--- src/rtl/csr_pkg.sv ---
// Shared definitions for the trap/return sequencer: CSR indices, mstatus
// bit positions, sequencer states and the mstatus update functions.
package csr_pkg;

  localparam logic [2:0] MSTATUS = 3'd0;
  localparam logic [2:0] MTVEC   = 3'd1;
  localparam logic [2:0] MEPC    = 3'd2;
  localparam logic [2:0] MCAUSE  = 3'd3;

  localparam int MIE_BIT  = 3;
  localparam int MPIE_BIT = 7;
  localparam int MPP_LO   = 11;
  localparam int MPP_HI   = 12;

  // mstatus helpers operate on the widest supported XLEN
  localparam int FN_W = 64;

  typedef enum logic [2:0] {
    S_IDLE     = 3'd0,
    S_T_EPC    = 3'd1,
    S_T_CAUSE  = 3'd2,
    S_T_STATUS = 3'd3,
    S_T_JUMP   = 3'd4,
    S_M_STATUS = 3'd5,
    S_M_JUMP   = 3'd6
  } state_e;

  function automatic logic [FN_W-1:0] trap_mstatus(input logic [FN_W-1:0] s);
    logic [FN_W-1:0] r;
    r                = s;
    r[MPIE_BIT]      = s[MIE_BIT];
    r[MIE_BIT]       = 1'b0;
    r[MPP_HI:MPP_LO] = 2'b11;
    return r;
  endfunction

  // M-only core: MPP always returns to machine mode
  function automatic logic [FN_W-1:0] mret_mstatus(input logic [FN_W-1:0] s);
    logic [FN_W-1:0] r;
    r                = s;
    r[MIE_BIT]       = s[MPIE_BIT];
    r[MPIE_BIT]      = 1'b1;
    r[MPP_HI:MPP_LO] = 2'b11;
    return r;
  endfunction

endpackage

--- src/rtl/csr_trap_ctrl.sv ---
// Sequences trap entry and mret into single-port CSR writes plus a PC redirect.
// Optional build macro CSR_VECTORED_TRAP_EN enables vectored mtvec mode.
module csr_trap_ctrl
  import csr_pkg::*;
#(
  parameter int XLEN    = 64,
  parameter int CAUSE_W = 4
) (
  input  logic               clock,
  input  logic               reset,
  input  logic               trap_req,
  input  logic [XLEN-1:0]    trap_pc,
  input  logic [CAUSE_W-1:0] trap_cause,
  input  logic               mret_req,
  input  logic               inst_wen,
  input  logic [2:0]         inst_waddr,
  input  logic [XLEN-1:0]    inst_wdata,
  input  logic [2:0]         inst_raddr,
  output logic [XLEN-1:0]    inst_rdata,
  output logic               busy,
  output logic               redirect_valid,
  output logic [XLEN-1:0]    redirect_pc,
  output logic [2:0]         csr_raddr,
  input  logic [XLEN-1:0]    csr_rdata,
  output logic               csr_wen,
  output logic [2:0]         csr_waddr,
  output logic [XLEN-1:0]    csr_wdata
);

  state_e             r_state;
  state_e             w_next;
  logic [XLEN-1:0]    r_pc;
  logic [CAUSE_W-1:0] r_cause;
  logic               w_wen;
  logic               w_redirect;
  logic [FN_W-1:0]    w_status_in;
  logic [XLEN-1:0]    w_base;
  logic [XLEN-1:0]    w_trap_target;

  assign w_status_in = FN_W'(csr_rdata);
  assign w_base      = {csr_rdata[XLEN-1:2], 2'b00};

`ifdef CSR_VECTORED_TRAP_EN
  assign w_trap_target = (csr_rdata[1:0] == 2'b01)
                       ? w_base + (XLEN'(r_cause) << 2)
                       : w_base;
`else
  assign w_trap_target = w_base;
`endif

  always_ff @(posedge clock) begin
    if (reset) begin
      r_state <= S_IDLE;
      r_pc    <= '0;
      r_cause <= '0;
    end else begin
      r_state <= w_next;
      if (r_state == S_IDLE && trap_req) begin
        r_pc    <= trap_pc;
        r_cause <= trap_cause;
      end
    end
  end

  always_comb begin
    w_next      = r_state;
    w_wen       = 1'b0;
    w_redirect  = 1'b0;
    csr_waddr   = 3'd0;
    csr_wdata   = '0;
    csr_raddr   = 3'd0;
    inst_rdata  = '0;
    redirect_pc = '0;
    case (r_state)
      S_IDLE: begin
        csr_raddr  = inst_raddr;
        inst_rdata = csr_rdata;
        if (trap_req) begin
          w_next = S_T_EPC;
        end else if (mret_req) begin
          w_next = S_M_STATUS;
        end else begin
          w_wen     = inst_wen;
          csr_waddr = inst_waddr;
          csr_wdata = inst_wdata;
        end
      end
      S_T_EPC: begin
        w_wen     = 1'b1;
        csr_waddr = MEPC;
        csr_wdata = r_pc;
        w_next    = S_T_CAUSE;
      end
      S_T_CAUSE: begin
        w_wen     = 1'b1;
        csr_waddr = MCAUSE;
        csr_wdata = XLEN'(r_cause);
        w_next    = S_T_STATUS;
      end
      S_T_STATUS: begin
        csr_raddr = MSTATUS;
        w_wen     = 1'b1;
        csr_waddr = MSTATUS;
        csr_wdata = XLEN'(trap_mstatus(w_status_in));
        w_next    = S_T_JUMP;
      end
      S_T_JUMP: begin
        csr_raddr   = MTVEC;
        w_redirect  = 1'b1;
        redirect_pc = w_trap_target;
        w_next      = S_IDLE;
      end
      S_M_STATUS: begin
        csr_raddr = MSTATUS;
        w_wen     = 1'b1;
        csr_waddr = MSTATUS;
        csr_wdata = XLEN'(mret_mstatus(w_status_in));
        w_next    = S_M_JUMP;
      end
      S_M_JUMP: begin
        csr_raddr   = MEPC;
        w_redirect  = 1'b1;
        redirect_pc = csr_rdata;
        w_next      = S_IDLE;
      end
      default: begin
        w_next = S_IDLE;
      end
    endcase
  end

  // A reset cycle must neither commit a CSR write nor emit a redirect
  assign csr_wen        = w_wen & ~reset;
  assign redirect_valid = w_redirect & ~reset;
  assign busy           = (r_state != S_IDLE) | trap_req | mret_req;

endmodule
--- config.mk ---
export PLATFORM = sky130hd
export DESIGN_NAME = csr_trap_ctrl
export DESIGN_NICKNAME = d
export VERILOG_FILES = /design/src/rtl/csr_pkg.sv /design/src/rtl/csr_trap_ctrl.sv
export SDC_FILE = /design/constraint.sdc
export NUM_CORES = 1
export LEC_CHECK = 0
export CAP_MARGIN = 20
export CORE_AREA = 2 2 160 162
export DETAILED_ROUTE_END_ITERATION = 16
export DIE_AREA = 0 0 162 164
export PLACE_DENSITY_LB_ADDON = 0.08
export SLEW_MARGIN = 10
export SYNTH_ARGS = -nofsm -noshare
export SYNTH_HDL_FRONTEND = slang
export SYNTH_SLANG_ARGS = --single-unit
--- constraint.sdc ---
create_clock -name clock -period 2.4 [get_ports clock]
set_input_delay 0.48 -clock clock [delete_from_list [all_inputs] [get_ports clock]]
set_output_delay 0.48 -clock clock [all_outputs]
set_load 0.01 [all_outputs]
==> results.json <==
{
  "status": "finished, violations left",
  "failed_checks": "setup timing",
  "setup_tns_ps": -1.421,
  "io_pins": 408,
  "die_h_um": 164,
  "critPathMaxStageDelay_ps": 360,
  "slew-limit-headroom_pct": 44.01,
  "cts_max_level": 3,
  "cts_tree": "yes",
  "netlist_area_um2": 4768,
  "synth_flop_cell": "dfxtp_1",
  "power_frac_clock_pct": 25.7,
  "ir_drop_uv": 279.5,
  "seqPwrFrac_pct": 23.9,
  "crit_type": "reg2out",
  "p_per_area_nw_per_um2": 570.8,
  "vias": 6227,
  "drtIter0Drc": 205,
  "arrival_ps": 1920,
  "rsz0062_at_grt": "yes",
  "ys_warn_count": 0,
  "grt_max_degree": 72,
  "cts_max_path_buffers": 2,
  "finalCriticalPeriod_ps": 2401,
  "cap_violations": 0,
  "ant_nets": 0,
  "comb_power_share_pct": 50.4,
  "synthCells": 646,
  "yosys.cell_types.count": 36,
  "wire_per_inst_um": 18.69,
  "timing.rr.end": "r_pc[18]",
  "clock-sinks": 71,
  "p_int_mw": 3.801,
  "drive_gt1_share_pct": 16.42,
  "crit_fanout": 7,
  "rrSetupSlack_ps": 650,
  "final.setup_skew_ps": 5.205,
  "setup_slack_ps": -1.421,
  "nFillCells": 2660,
  "dr.pass1.iters": 4,
  "slew_viol_final": 0,
  "worstHoldStart": "r_pc[27]",
  "grt_pass1_vias": 6220,
  "track_usage_pct": 17.76,
  "clk_pin_slew_worst_paths_ps": 60,
  "hold_viol": 0,
  "startpoint": "r_state[1]",
  "antenna_found_initial": 0,
  "routed_via_density": 4.438,
  "root_buffer": "clkbuf_16",
  "grt-ovfl-total": 0,
  "worstSetupEndpoint": "csr_wdata[43]",
  "r2r_start": "r_state[2]",
  "dieArea_um2": 26570,
  "async_flop_share_pct": 0,
  "post-route-drc-count": 0,
  "synth-edff-count": 0,
  "seqCellArea_um2": 1433,
  "numPortBuffers": 407,
  "switching_share_pct": 33.34,
  "worst_pin_slew_ps": 839.8,
  "die_w_um": 162,
  "cp_num_buf_inv": 4,
  "worstSetupEndpointType": "primary output",
  "grt_pass1_wl_um": 35980,
  "post-route-util_pct": 40.25,
  "reg2regPathDepth": 6,
  "start_util_pct": 19.21,
  "cp-start-kind": "register",
  "worst_path_most_repeated_cell": "buf_6",
  "static-leakage-power_nw": 4.757,
  "critPathSlowestCell": "dfxtp_4",
  "timing.final.crit_share_pct": 100.1,
  "critical_path_depth": 7,
  "hp-class": "reg2reg",
  "num_rows": 58,
  "cp.required_ps": 1920,
  "cts_buffers": 9,
  "ys_ff_latch": 71,
  "gp_congestion": 0.7588,
  "multi_input_area_um2": 3120,
  "crit_family": "buffers and inverters",
  "fmax_mhz": 416.4,
  "wl_um": 26220,
  "power_mw": 5.702,
  "fin_nets": 1274,
  "dp_hpwl_um": 18120,
  "netSwitchingPower_mw": 1.901,
  "coreArea_um2": 24820,
  "insertion_delay_ps": 330,
  "avgSynthCellArea_um2": 7.381,
  "timing.hold.ws_ps": 447.2,
  "path_cells": "nor3_4 > buf_6 > and2_4 > buf_12 > buf_4 > a221o_1 > buf_6",
  "ys_seq_area_share_pct": 29.81,
  "synth_nets": 853,
  "cts-hold-fix-buffers": 0,
  "setup_violations": 1,
  "syn_to_final_growth_pct": 109.5
}
-- layer usage --
metal,share of wire [%],track usage [%]
met5,0,0
met2,51,33.42
met3,7.2,4.141
met4,1.8,6.034
met1,40,19.52
-- power by group through the flow --
stage	sequential (mW)	combinational, mW	clock [mW]
6_report	1.36	2.87	1.47
4_1_cts	1.36	2.76	1.53
5_1_grt	1.38	3.10	1.56
3_5_place_dp	1.39	2.87	0
3_3_place_gp	1.38	2.88	0
2_1_floorplan	1.36	1.21	0
-- synth_stat cells, types with 2 or more instances --
master    count  share of area [%]
nand3b_1      3               0.47
nand3_1       4               0.42
and3_1        3               0.39
nor2_1        9               0.71
nand2b_1      3               0.39
o211ai_1      3               0.47
a32oi_1       3               0.55
and2_1      183                 24
buf_4        10                1.6
inv_1         3               0.24
clkbuf_1     35                2.8
a211oi_1      2               0.31
a21oi_1      73                7.7
nand2_1     139                 11
a221o_1      57                 12
a31oi_1       3               0.39
o31a_1        2               0.37
nor3_1        4               0.42
dfxtp_1      71                 30
buf_2        13                1.4
buf_6         5                1.2
mux2i_1       4               0.84
-- cells by family after synthesis --
family	synth area share (%)
flops	29.81
buf+inv	7.111
mux	0.8397
compound gates	22.83
simple gates	39.41
-- cell usage in the layout (no fill, tap or decap), types with 4 or more instances in the layout --
master,count
and2_4,21
dlymetal6s2s_1,26
a21oi_1,73
clkbuf_2,22
clkdlybuf4s50_1,207
and2_1,162
nand3_1,4
dfxtp_1,68
buf_12,18
nand2_1,139
dlygate4sd2_1,109
a221o_1,57
buf_6,19
clkbuf_16,16
mux2i_1,4
nor2_1,7
nor3_1,4
buf_4,21
clkdlybuf4s15_1,4
buf_2,35
-- sequential cells by signal, summed over array words and instances (netlist names) --
signal,cells
r_cause,4
r_pc,64
r_state,3
-- worst min-delay path: cells and delay by family (launching register included) --
| family | cells | cell delay, ps |
|---|---|---|
| simple gates | 1 | 50 |
| flops | 1 | 300 |
| compound gates | 1 | 50 |
-- cell type report --
| cell class | count | share of cell area, % |
|---|---|---|
| Inverter | 3 | 0.1127 |
| Clock inverter | 3 | 0.6513 |
| Antenna cell | 1 | 0.02505 |
| Clock buffer | 13 | 2.605 |
| Tap cell | 330 | 4.133 |
| Timing Repair Buffer | 473 | 46.89 |
| Multi-Input combinational cell | 509 | 31.24 |
| Sequential cell | 71 | 14.34 |
-- through the flow --
stage	std cells	worst slack, ps	cell area (um^2)
after floorplan	646	417.2	4768
after detailed placement	1353	-399.2	9351
after CTS	1383	-97.84	9682
after global placement	1353	-395.0	9351
after global routing	1402	-97.93	9987
final	1403	-1.421	9990
-- what timing repair did --
| action | CTS | global route |
|---|---|---|
| setup endpoints to repair | 199 | 86 |
| gates cloned | 3 | 10 |
| setup buffers | 11 | 12 |
| gates resized for setup | 289 | 137 |
| pin swaps | 18 | 19 |
-- worst min-delay path by stage --
| stage | to | slack (ps) | cells after the start |
|---|---|---|---|
| final | r_pc[27] | 450 | 2 |
| after global routing | r_pc[39] | 470 | 2 |
| after CTS | r_pc[49] | 450 | 2 |
| after detailed placement | r_pc[49] | 440 | 2 |
| after global placement | r_pc[49] | 440 | 2 |
| after floorplan | r_pc[10] | 430 | 2 |
Note: power is estimated with default switching activity, not from simulation.
